[config.mk]
export PLATFORM = sky130hd
export DESIGN_NAME = exec_unit
export DESIGN_NICKNAME = d
export VERILOG_FILES = /design/src/rtl/exec_unit.sv
export SDC_FILE = /design/constraint.sdc
export NUM_CORES = 1
export LEC_CHECK = 0
export CAP_MARGIN = 20
export CORE_UTILIZATION = 60
export CTS_BUF_LIST = sky130_fd_sc_hd__clkbuf_4 sky130_fd_sc_hd__clkbuf_8 sky130_fd_sc_hd__clkbuf_16
export CTS_CLUSTER_DIAMETER = 50
export DETAILED_ROUTE_END_ITERATION = 6
export PLACE_DENSITY = 0.89
export SYNTH_ARGS = -nofsm -noshare
export SYNTH_HDL_FRONTEND = slang
export SYNTH_SLANG_ARGS = --single-unit
[constraint.sdc]
create_clock -name clk -period 10.5 [get_ports clk]
set_input_delay 2.1 -clock clk [delete_from_list [all_inputs] [get_ports clk]]
set_output_delay 2.1 -clock clk [all_outputs]
set_load 0.1 [all_outputs]
[src/rtl/exec_unit.sv]
// Multi-cycle execute stage: ALU ops in EXEC, iterative shift-add MUL,
// single write-back cycle that drives the register file write port.
module exec_unit #(
  parameter int unsigned WIDTH = 16,
  parameter int unsigned AW    = 4
) (
  input  logic             clk,
  input  logic             nClear,
  input  logic             start,
  input  logic [2:0]       op,
  input  logic [WIDTH-1:0] A,
  input  logic [WIDTH-1:0] B,
  input  logic [AW-1:0]    dest,
  output logic             busy,
  output logic             done,
  output logic [WIDTH-1:0] C,
  output logic [AW-1:0]    Caddr,
  output logic             load,
  output logic             zero,
  output logic             carry
);

  localparam int unsigned CW = $clog2(WIDTH);

  localparam logic [2:0] OP_ADD = 3'd0;
  localparam logic [2:0] OP_SUB = 3'd1;
  localparam logic [2:0] OP_AND = 3'd2;
  localparam logic [2:0] OP_OR  = 3'd3;
  localparam logic [2:0] OP_XOR = 3'd4;
  localparam logic [2:0] OP_SHL = 3'd5;
  localparam logic [2:0] OP_SHR = 3'd6;
  localparam logic [2:0] OP_MUL = 3'd7;

  typedef enum logic [1:0] {
    S_IDLE = 2'd0,
    S_EXEC = 2'd1,
    S_MUL  = 2'd2,
    S_WB   = 2'd3
  } state_t;

  state_t state, state_d;

  // Latched operands; during MUL a_q is the multiplicand and b_q the multiplier
  logic [WIDTH-1:0] a_q, b_q, acc_q;
  logic [2:0]       op_q;
  logic [AW-1:0]    dest_q;
  logic [CW-1:0]    cnt_q;

  logic [WIDTH:0]   sum, diff;
  logic [WIDTH-1:0] acc_nxt, res;
  logic             res_carry;
  logic             busy_d, wb_d, cap;

  // State register
  always_ff @(posedge clk) begin
    if (!nClear) state <= S_IDLE;
    else         state <= state_d;
  end

  // Next-state logic
  always_comb begin
    state_d = state;
    case (state)
      S_IDLE: if (start) state_d = (op == OP_MUL) ? S_MUL : S_EXEC;
      S_EXEC: state_d = S_WB;
      S_MUL:  if (cnt_q == CW'(WIDTH - 1)) state_d = S_WB;
      S_WB:   state_d = S_IDLE;
      default: state_d = S_IDLE;
    endcase
  end

  // Result selection: ALU in EXEC, final accumulator step in MUL
  always_comb begin
    sum       = {1'b0, a_q} + {1'b0, b_q};
    diff      = {1'b0, a_q} - {1'b0, b_q};
    acc_nxt   = acc_q + ({WIDTH{b_q[0]}} & a_q);
    res       = '0;
    res_carry = 1'b0;
    if (state == S_MUL) begin
      res = acc_nxt;
    end else begin
      case (op_q)
        OP_ADD: begin res = sum[WIDTH-1:0];  res_carry = sum[WIDTH];  end
        OP_SUB: begin res = diff[WIDTH-1:0]; res_carry = diff[WIDTH]; end
        OP_AND: res = a_q & b_q;
        OP_OR:  res = a_q | b_q;
        OP_XOR: res = a_q ^ b_q;
        OP_SHL: res = a_q << b_q[3:0];
        OP_SHR: res = a_q >> b_q[3:0];
        default: res = '0;
      endcase
    end
  end

  // Output decode from the upcoming state so every output is a flop
  always_comb begin
    busy_d = (state_d != S_IDLE);
    wb_d   = (state_d == S_WB);
    cap    = wb_d && (state != S_WB);
  end

  // Output registers
  always_ff @(posedge clk) begin
    if (!nClear) begin
      busy  <= 1'b0;
      done  <= 1'b0;
      load  <= 1'b0;
      C     <= '0;
      Caddr <= '0;
      zero  <= 1'b0;
      carry <= 1'b0;
    end else begin
      busy <= busy_d;
      done <= wb_d;
      load <= wb_d;
      if (cap) begin
        C     <= res;
        Caddr <= dest_q;
        zero  <= (res == '0);
        carry <= res_carry;
      end
    end
  end

  // Operand capture and shift-add iteration
  always_ff @(posedge clk) begin
    if (!nClear) begin
      a_q    <= '0;
      b_q    <= '0;
      acc_q  <= '0;
      op_q   <= OP_ADD;
      dest_q <= '0;
      cnt_q  <= '0;
    end else begin
      case (state)
        S_IDLE: begin
          if (start) begin
            a_q    <= A;
            b_q    <= B;
            op_q   <= op;
            dest_q <= dest;
            acc_q  <= '0;
            cnt_q  <= '0;
          end
        end
        S_MUL: begin
          acc_q <= acc_nxt;
          a_q   <= a_q << 1;
          b_q   <= b_q >> 1;
          cnt_q <= cnt_q + CW'(1);
        end
        default: ;
      endcase
    end
  end

endmodule

==> flow_summary.json <==
{
  "hold_class": "flop to flop",
  "ctsResizeCount": 0,
  "start_kind": "flop",
  "cp.arrival_ns": 5.29,
  "fmax_mhz": 199.0,
  "clkTransAtPathRegs_ns": 0.07,
  "design_area_sq_mm": 0.009215,
  "io_buffers": 66,
  "tightestPinTransition_ns": 1.033,
  "cts.sinks": 85,
  "die_area_sq_mm": 0.01426,
  "rsz0062_at_grt": "no",
  "cts_tree": "built",
  "synth_area_sq_mm": 0.008272,
  "postCtsSetupBuffers": 0,
  "place.gp.congestion": 1.052,
  "critPathMaxFanout": 49,
  "clock_path_buffers": 2,
  "setup_tns_ns": 0,
  "dpl.hpwl_um": 19830,
  "synth_seq_cells": 85,
  "io_pins": 67,
  "period_needed_ns": 5.025,
  "hold_viol": 0,
  "p_leak_uw": 0.003470,
  "grt_max_degree": 68,
  "slew_headroom_pct": 31.06,
  "initial_core_util_pct": 61.97,
  "r2r_setup_slack_ns": 5.47,
  "worstHoldStart": "dest_q[0]",
  "synth_cell_type_count": 84,
  "vias": 8669,
  "drive_above_1_share_pct": 7.937,
  "worstReg2RegStart": "b_q[1]",
  "place_inst": 1231,
  "max_cap_viol_count": 0,
  "grt.overflow.total": 0,
  "grt_usage_pct": 39.54,
  "postRouteWirelength_um": 27900,
  "die_h_um": 119.4,
  "firstDrtPassIters": 7,
  "r2r_cells": 13,
  "worstHoldPathCells": 2,
  "crit_required_ns": 10.76,
  "cts_buffers": 9,
  "fin_cells": 1248,
  "grt_pass1_vias": 8111,
  "holdBufCountCts": 0,
  "end_kind": "flop",
  "crit_type": "flop to flop",
  "num_rows": 42,
  "drtAntennaViolNets": 0,
  "syn_inst": 1060,
  "maxSlewViolCount": 0,
  "synth-main-ff-cell": "dfxtp_1",
  "syn-num-nets": 1176,
  "cts_root_buffer": "clkbuf_16",
  "timing.final.crit_share_pct": 47.86,
  "nets": 1182,
  "syn_to_final_growth_pct": 11.41,
  "grt_pass1_wl_um": 43960,
  "drt-initial-drc-count": 1265,
  "core_area_sq_mm": 0.01335,
  "fin_skew_ns": 0.01129,
  "power.density_mw_per_mm2": 310.0,
  "status": "finished, final reports clean",
  "ys_async_sr_fraction_pct": 0,
  "setup_viol": 0,
  "viasPerCell": 6.946,
  "clk_latency_ns": 0.36,
  "placed_area_sq_mm": 0.008899,
  "synth-seq-area-share_pct": 20.57,
  "wl_per_cell_um": 22.35,
  "synth_edf_count": 0,
  "htree_levels": 3,
  "rr_endpoint": "C[14]",
  "die_x_um": 119.4,
  "peakVddDrop_mv": 0.1534,
  "avgSynthCellArea_sq_um": 7.803,
  "fin_util_pct": 69.04,
  "drc": 0,
  "ys.warnings.count": 0,
  "antenna_found_initial": 2,
  "min_to": "dest_q[0]"
}
==> cells by family after synthesis <==
family / Yosys count / synth area share, %
multiplexers: 81 / 12.03
flip-flops: 85 / 20.57
AO/OA/AOI/OAI: 309 / 26.47
XOR/XNOR: 22 / 2.329
adder cells (fa/ha/maj): 74 / 11.47
AND/OR/NAND/NOR: 348 / 19.98
buffers and inverters: 141 / 7.155
==> final cells by class <==
| class | count | area (sq um) |
|---|---|---|
| clock buffer | 10 | 239.0 |
| fill | 1132 | 4133 |
| sequential | 85 | 1703 |
| timing repair buffer | 80 | 765.7 |
| antenna | 1 | 2.502 |
| inverter | 56 | 210.2 |
| multi-input combinational | 834 | 6000 |
| clock inverter | 6 | 75.07 |
| tap | 176 | 220.2 |
==> critical path, cell delays in order (launching register included) <==
cell       delay [ns]
dfxtp_2          0.31
buf_4            0.52
clkinv_1         0.60
fa_1             0.60
nor2b_1          0.17
o21ai_0          0.37
nand4_1          0.35
a31oi_1          0.42
o31a_1           0.22
o22a_1           0.14
a21oi_1          0.06
a2111oi_0        0.60
o2bb2ai_1        0.29
o211a_1          0.26
==> routing by layer <==
layer	up-vias	global-route usage, %	part of all wire, %
met1	4019	51.61	39
met2	618	58.65	43
li1	3897	-	-
met5	-	0	0
met4	0	22.58	5.5
met3	135	10.49	13
==> how the worst max path moves through the flow <==
stage                start    end  slack (ns)  cells after the start
detailed placement   start   zero        5.35                     11
finish              b_q[1]  C[14]        5.47                     13
floorplan            start   zero        6.72                     10
global placement     start   zero        5.51                     11
global route         start   zero        5.28                     11
CTS                  start   zero        5.71                     11
==> metrics by stage <==
stage / worst slack, ns / power, uW / hold slack [ns]
final: 5.475 / 2857 / 0.4554
after global routing: 5.282 / 2982 / 0.4590
after CTS: 5.714 / 2782 / 0.4543
after detailed placement: 5.346 / 2430 / 0.4448
after global placement: 5.513 / 2398 / 0.4382
after floorplan: 6.721 / 1940 / 0.4322
==> flip-flops by register name (all words and copies together), names as in the netlist, 2 cells and up <==
signal and flops:
C 16, a_q 16, acc_q 16, b_q 16
Caddr 4, cnt_q 4, dest_q 4, op_q 3
state 2
==> power breakdown <==
part	internal, uW	switching, uW
clock	195	149
sequential	408	135
combinational	647	1320
==> placed cells by master (no fill, tap or decap), types with 6 or more instances in the layout <==
cell,netlist,final
clkdlybuf4s50_1,0,66
ha_1,71,70
o22a_1,7,7
clkbuf_16,0,9
and2_1,7,7
o221ai_1,10,10
o22ai_1,9,9
a211oi_1,53,53
inv_1,53,53
nor3_1,22,22
a21oi_1,81,81
o211ai_1,6,6
nor2_1,139,138
and3_1,6,6
o21ai_0,30,30
nand4_1,6,6
a22oi_1,22,22
mux2i_1,60,60
xnor2_1,17,17
nand3_1,29,29
nand2b_1,14,14
buf_4,7,14
dfxtp_1,85,84
o21a_1,7,7
nand2_1,72,72
nor2b_1,13,13
a21o_1,6,6
a31oi_1,13,13
mux4_2,14,14
mux2_2,7,7
==> cells in the mapped netlist, drive strengths merged (7+ instances only) <==
library cell	instances	area (sq um)
nand2b	14	87.58
o221ai	10	87.58
nor2b	13	81.33
inv	55	206.5
mux4	14	315.3
o22a	7	61.31
ha	71	888.4
a21oi	81	405.4
mux2i	60	600.6
xnor2	17	148.9
a22oi	22	165.2
nor3	22	110.1
clkbuf	50	187.7
buf	35	193.9
a31oi	13	81.33
a221oi	7	86.34
dfxtp	85	1702
o21ai	32	160.1
nor2	140	533.0
and2	8	52.55
o21a	7	52.55
mux2	7	78.83
o22ai	9	56.30
nand2	73	276.5
a211oi	53	397.9
nand3	29	145.1
Note: power is estimated with default switching activity, not from simulation.
